[src/rtl/add_pkg.sv]
// add_pkg: sizing and saturation-constant helpers shared by the add_pipe slice.
package add_pkg;
    localparam int MAX_W = 64;

    function automatic int seg_width(input int width, input int segs);
        return width / segs;
    endfunction

    function automatic bit seg_ok(input int width, input int segs);
        return segs > 0 && width % segs == 0;
    endfunction

    function automatic logic [MAX_W-1:0] umax(input int w);
        return {MAX_W{1'b1}} >> (MAX_W - w);
    endfunction

    function automatic logic [MAX_W-1:0] smax(input int w);
        return umax(w) >> 1;
    endfunction

    function automatic logic [MAX_W-1:0] smin(input int w);
        return {{(MAX_W-1){1'b0}}, 1'b1} << (w - 1);
    endfunction
endpackage

[src/rtl/add_pipe_cla_segment.sv]
// cla_segment: combinational W-bit carry look-ahead adder slice.
module cla_segment #(
    parameter int W = 3
) (
    input  logic [W-1:0] a,
    input  logic [W-1:0] b,
    input  logic         ci,
    output logic [W-1:0] s,
    output logic         co,
    output logic         cm
);
    logic [W-1:0] g, p;
    logic [W:0]   c;
    logic         t;

    function automatic logic [W-1:0] lo(input int n);
        lo = '0;
        for (int k = 0; k < n; k++) lo[k] = 1'b1;
    endfunction

    assign g = a & b;
    assign p = a ^ b;

    // every carry is a flat sum of generate terms gated by the propagates above them
    always_comb begin
        c = '0;
        t = 1'b0;
        for (int i = 0; i <= W; i++) begin
            t = ci & (&(p | ~lo(i)));
            for (int j = 0; j < i; j++) t = t | (g[j] & (&(p | ~(lo(i) & ~lo(j + 1)))));
            c[i] = t;
        end
    end

    assign s  = p ^ c[W-1:0];
    assign co = c[W];
    assign cm = c[W-1];
endmodule

[src/rtl/add_pipe.sv]
// add_pipe: streaming add/sub built from SEGS pipelined carry look-ahead segments,
// with unsigned/signed overflow detection and optional saturation.
module add_pipe
    import add_pkg::*;
#(
    parameter int WIDTH = 6,
    parameter int SEGS  = 2
) (
    input  logic             clk,
    input  logic             rst,
    input  logic             in_valid,
    output logic             in_ready,
    input  logic [WIDTH-1:0] a,
    input  logic [WIDTH-1:0] b,
    input  logic             sub,
    input  logic             signed_mode,
    input  logic             sat,
    output logic             out_valid,
    input  logic             out_ready,
    output logic [WIDTH-1:0] sum,
    output logic             carry_out,
    output logic             overflow
);
    localparam int SW = seg_width(WIDTH, SEGS);
    localparam logic [MAX_W-1:0] UMAX = umax(WIDTH);
    localparam logic [MAX_W-1:0] SMAX = smax(WIDTH);
    localparam logic [MAX_W-1:0] SMIN = smin(WIDTH);

    if (!seg_ok(WIDTH, SEGS)) begin : g_bad_cfg
        $error("add_pipe: WIDTH must be a multiple of SEGS");
    end

    // a and b double as the skew registers, s as the de-skew register
    typedef struct packed {
        logic             v;
        logic [WIDTH-1:0] a;
        logic [WIDTH-1:0] b;
        logic [WIDTH-1:0] s;
        logic             c;
        logic             sub;
        logic             sgn;
        logic             sat;
    } stage_t;

    stage_t                  st_q [SEGS];
    stage_t                  st_d [SEGS];
    stage_t                  src  [SEGS];
    logic [SEGS-1:0][SW-1:0] seg_s;
    logic [SEGS-1:0]         seg_c, seg_cm;
    logic                    en, ov_d, ov_q, co_q;
    logic [WIDTH-1:0]        sum_d, sum_q;

    assign en = !st_q[SEGS-1].v || out_ready;

    for (genvar k = 0; k < SEGS; k++) begin : g_seg
        if (k == 0) begin : g_in
            assign src[k] = '{v: in_valid, a: a, b: sub ? ~b : b, s: {WIDTH{1'b0}},
                              c: sub, sub: sub, sgn: signed_mode, sat: sat};
        end else begin : g_skew
            assign src[k] = st_q[k-1];
        end
        cla_segment #(.W(SW)) u_cla (
            .a  (src[k].a[k*SW +: SW]),
            .b  (src[k].b[k*SW +: SW]),
            .ci (src[k].c),
            .s  (seg_s[k]),
            .co (seg_c[k]),
            .cm (seg_cm[k])
        );
    end

    always_comb begin
        for (int k = 0; k < SEGS; k++) begin
            st_d[k] = src[k];
            st_d[k].s[k*SW +: SW] = seg_s[k];
            st_d[k].c = seg_c[k];
        end
        ov_d  = st_d[SEGS-1].sgn ? seg_cm[SEGS-1] ^ seg_c[SEGS-1] : seg_c[SEGS-1] ^ st_d[SEGS-1].sub;
        sum_d = !(st_d[SEGS-1].sat && ov_d) ? st_d[SEGS-1].s
              : st_d[SEGS-1].sgn ? (st_d[SEGS-1].a[WIDTH-1] ? SMIN[WIDTH-1:0] : SMAX[WIDTH-1:0])
              : st_d[SEGS-1].sub ? {WIDTH{1'b0}} : UMAX[WIDTH-1:0];
    end

    always_ff @(posedge clk) begin
        if (rst) begin
            for (int k = 0; k < SEGS; k++) st_q[k] <= '0;
            sum_q <= '0;
            co_q  <= 1'b0;
            ov_q  <= 1'b0;
        end else if (en) begin
            for (int k = 0; k < SEGS; k++) st_q[k] <= st_d[k];
            sum_q <= sum_d;
            co_q  <= seg_c[SEGS-1];
            ov_q  <= ov_d;
        end
    end

    assign in_ready  = en;
    assign out_valid = st_q[SEGS-1].v;
    assign sum       = sum_q;
    assign carry_out = co_q;
    assign overflow  = ov_q;
endmodule

[config.mk]
export PLATFORM = sky130hd
export DESIGN_NAME = add_pipe
export DESIGN_NICKNAME = d
export VERILOG_FILES = /design/src/rtl/add_pkg.sv /design/src/rtl/add_pipe_cla_segment.sv /design/src/rtl/add_pipe.sv
export SDC_FILE = /design/constraint.sdc
export NUM_CORES = 1
export LEC_CHECK = 0
export ABC_AREA = 0
export CAP_MARGIN = 20
export CORE_ASPECT_RATIO = 0.5
export CORE_MARGIN = 10
export CORE_UTILIZATION = 40
export CTS_BUF_LIST = sky130_fd_sc_hd__clkbuf_8
export DETAILED_ROUTE_END_ITERATION = 8
export PLACE_DENSITY = 0.66
export SYNTH_ARGS = -nofsm -noshare
export SYNTH_HDL_FRONTEND = slang
export SYNTH_SLANG_ARGS = --single-unit
[constraint.sdc]
create_clock -name clk -period 7.05 [get_ports clk]
set_clock_uncertainty 0.15 [all_clocks]
set_input_delay 1.7625 -clock clk [delete_from_list [all_inputs] [get_ports clk]]
set_output_delay 1.7625 -clock clk [all_outputs]
set_load 0.03 [all_outputs]
==> metrics.md <==
| Metric | Value |
|---|---|
| Core footprint | 2978 µm² |
| Layout cell share with drive strength beyond 1 | 7.246% |
| Critical path peak fanout | 21 |
| Worst setup SP type | input pin |
| Largest net degree at the start of global routing | 22 |
| Cell Area, Synth | about 1200 µm² |
| TritonCTS buffer count | 3 |
| RSZ-0062 raised after global routing | false |
| Fillers | 277 |
| # diodes | 0 |
| Dpl hpwl | approximately 1.8 mm |
| Unique masters post-synth | 32 |
| Initial detailed-routing violation count | 15 |
| Buffer depth of the longest clock path | 2 |
| # nets final | 165 |
| Synthesis-to-layout area growth | 29.33% |
| Clk_lat worst skew | 0.26 ns |
| Yosys Warn Count | 0 |
| Placed Cells | 174 |
| Syn_area_per_cell | 11.28 µm² |
| Crit-path slowest cell | clkdlybuf4s50_1 |
| Die Y | 59.39 µm |
| Antenna violations before repair | 0 |
| Post-route DRC | 0 |
| Die X | around 99 µm |
| Die ar. | 5866 µm² |
| # setup viols final | 0 |
| Post-synthesis sequential area ratio | 49.19% |
| Power per cell area | 212.4 nW/µm² |
| Antenna Violating Nets Remaining | 0 |
| Peak Freq | 0.1816 GHz |
| CP required | 5.14 ns |
| Routed wire per std cell | 12.95 µm |
| Final slew viol count | 0 |
| Post-Syn Instances | 110 |
| Via count | 840 |
| Global-route wire length before repair | 3.643 mm |
| P_leak | 0.6165 nW |
| Clock root buffer | clkbuf_8 |
| Initial core utilization | 41.68% |
| Data arrival time of the critical path | ~3.6 ns |
| GRT Total Usage | 7.707% |
| Fraction of registers with async set/reset | 0% |
| PortBufs | 28 |
| Syn_nets | 136 |
| Cell accounting for the most synthesized area | edfxtp_1 |
| CTS sink count | 23 |
| Max-slew headroom | 50.77% |
| Run status | complete, no violations |
| TritonCTS clock tree | built |
| Synth top area cells | edfxtp_1, dfxtp_1, ha_1 |
| Critical path's largest stage delay | slightly above 0.8 ns |
| Ports | 29 |
| Area after DPL | between 1500 and 2000 µm² |
| Critical path class | input pin to output pin |
| Register area | 610.6 µm² |
| Hold WC Path Type | flop to flop |
| Register bit total from synthesis | 23 |
| Most frequent cells in the layout | clkdlybuf4s50_1, nor2_1, edfxtp_1, and2_1, dfxtp_1 |
| Global route overflow | 0 |
| Vias in the first global route | 751 |
| Final hold viol count | 0 |
| Placer Congestion | just over 0.7 |
| TritonRoute pass-1 iters | 4 |
| Top-area cell type share of the netlist area | between 30% and 40% |
| Multi-input gate area | 608.1 µm² |
| Least-Margin Pin Slew | between 0.7 and 0.8 ns |
| Max cap viols | 0 |
| Top FF cell, synth | edfxtp_1 |
| Post-synth EDFFs | 15 |
| Hold_buf cts | 0 |
| Fin util | 53.91% |
| Setup bufs post-CTS | 0 |
| Crit end category | output pin |
| Final min period | 5.507 ns |
| H-Tree Level Count | 1 |
| Post-Route WL | around 2.3 mm |
| Vias per inst | 4.719 |
| Setup TNS | 0 ns |
| Non-Filler Instances | 178 |
| VDD IR max | 0.07842 mV |
| Worst-path clk slew | approximately 0.080 ns |
| Period utilization | 78.11% |
| Cell Rows | 14 |
| Resized cells post-CTS | 0 |
| Crit-path most repeated cell | clkdlybuf4s50_1 |
| CP cell instances | clkdlybuf4s50_1, nand2b_1, clkdlybuf4s50_1 |
| Most common cell after layout, fill and taps aside | clkdlybuf4s50_1 |
| Design area | 1605 µm² |
| Hold Slack | about 0.34 ns |
## state kept, by name, summed over array words and instances, names as in the netlist
register   flops
carry_out      1
st_q          15
overflow       1
sum            6
## layout make-up
type                       count  share of cell area, %
inverter                       2                 0.4677
multi-input combinational     81                  37.88
sequential                    23                  38.04
clock inverter                 1                 0.4677
timing repair buffer          28                  17.46
tap                           40                  3.118
clock buffer                   3                  2.572
## synthesized netlist by cell type, types with 2 or more instances
library cell and instances:
a211oi_1 6, a21o_1 2, a21oi_1 4, and2_1 8, clkbuf_1 4, dfxtp_1 8, edfxtp_1 15, ha_1 6
inv_1 2, mux2i_1 7, nand2b_1 2, nor2_1 15, nor3_1 2, o21ai_0 3, xnor2_1 4, xor2_1 6
## metrics by stage
step | power (mW) | worst slack [ns]
floorplan | 0.2300 | 2.504
global placement | 0.2625 | 1.555
detailed placement | 0.2637 | 1.539
CTS | 0.3474 | 1.541
global route | 0.3606 | 1.490
finish | 0.3410 | 1.543
## where the power goes
group          total [mW]  switching (mW)  internal (mW)
registers           0.168         0.00828          0.160
clock network      0.0816          0.0417         0.0399
logic              0.0913          0.0465         0.0448
total               0.341          0.0965          0.245
## worst max-delay path, delay by kind of cell
family        cells  cell delay, ns
simple gates      1            0.58
buf+inv           2            1.25
## path summary, 6_finish.rpt
check	cells after the start	end	slack (ns)	startpoint
min	2	sum[5]	0.34	sum[5]
min reg2reg	2	sum[5]	0.34	sum[5]
max	3	in_ready	1.54	out_ready
max reg2reg	6	sum[1]	4.72	st_q[0][14]
## logic make-up after synthesis
group / after synthesis / share of synthesized area [%]
mux: 7 / 5.645
flops: 23 / 49.19
buf+inv: 6 / 1.814
compound gates: 23 / 13.51
simple gates: 34 / 15.12
xor+xnor: 10 / 7.056
fa+ha+maj: 7 / 7.661
## layer usage
metal	vias to the layer above	routed length, µm	global-route usage, %
li1	452	-	-
met5	-	0	0
met2	22	928	10.79
met3	2	162	3.609
met1	364	1197	9.947
met4	0	17	3.043
Power figures use the tool's default switching activity.
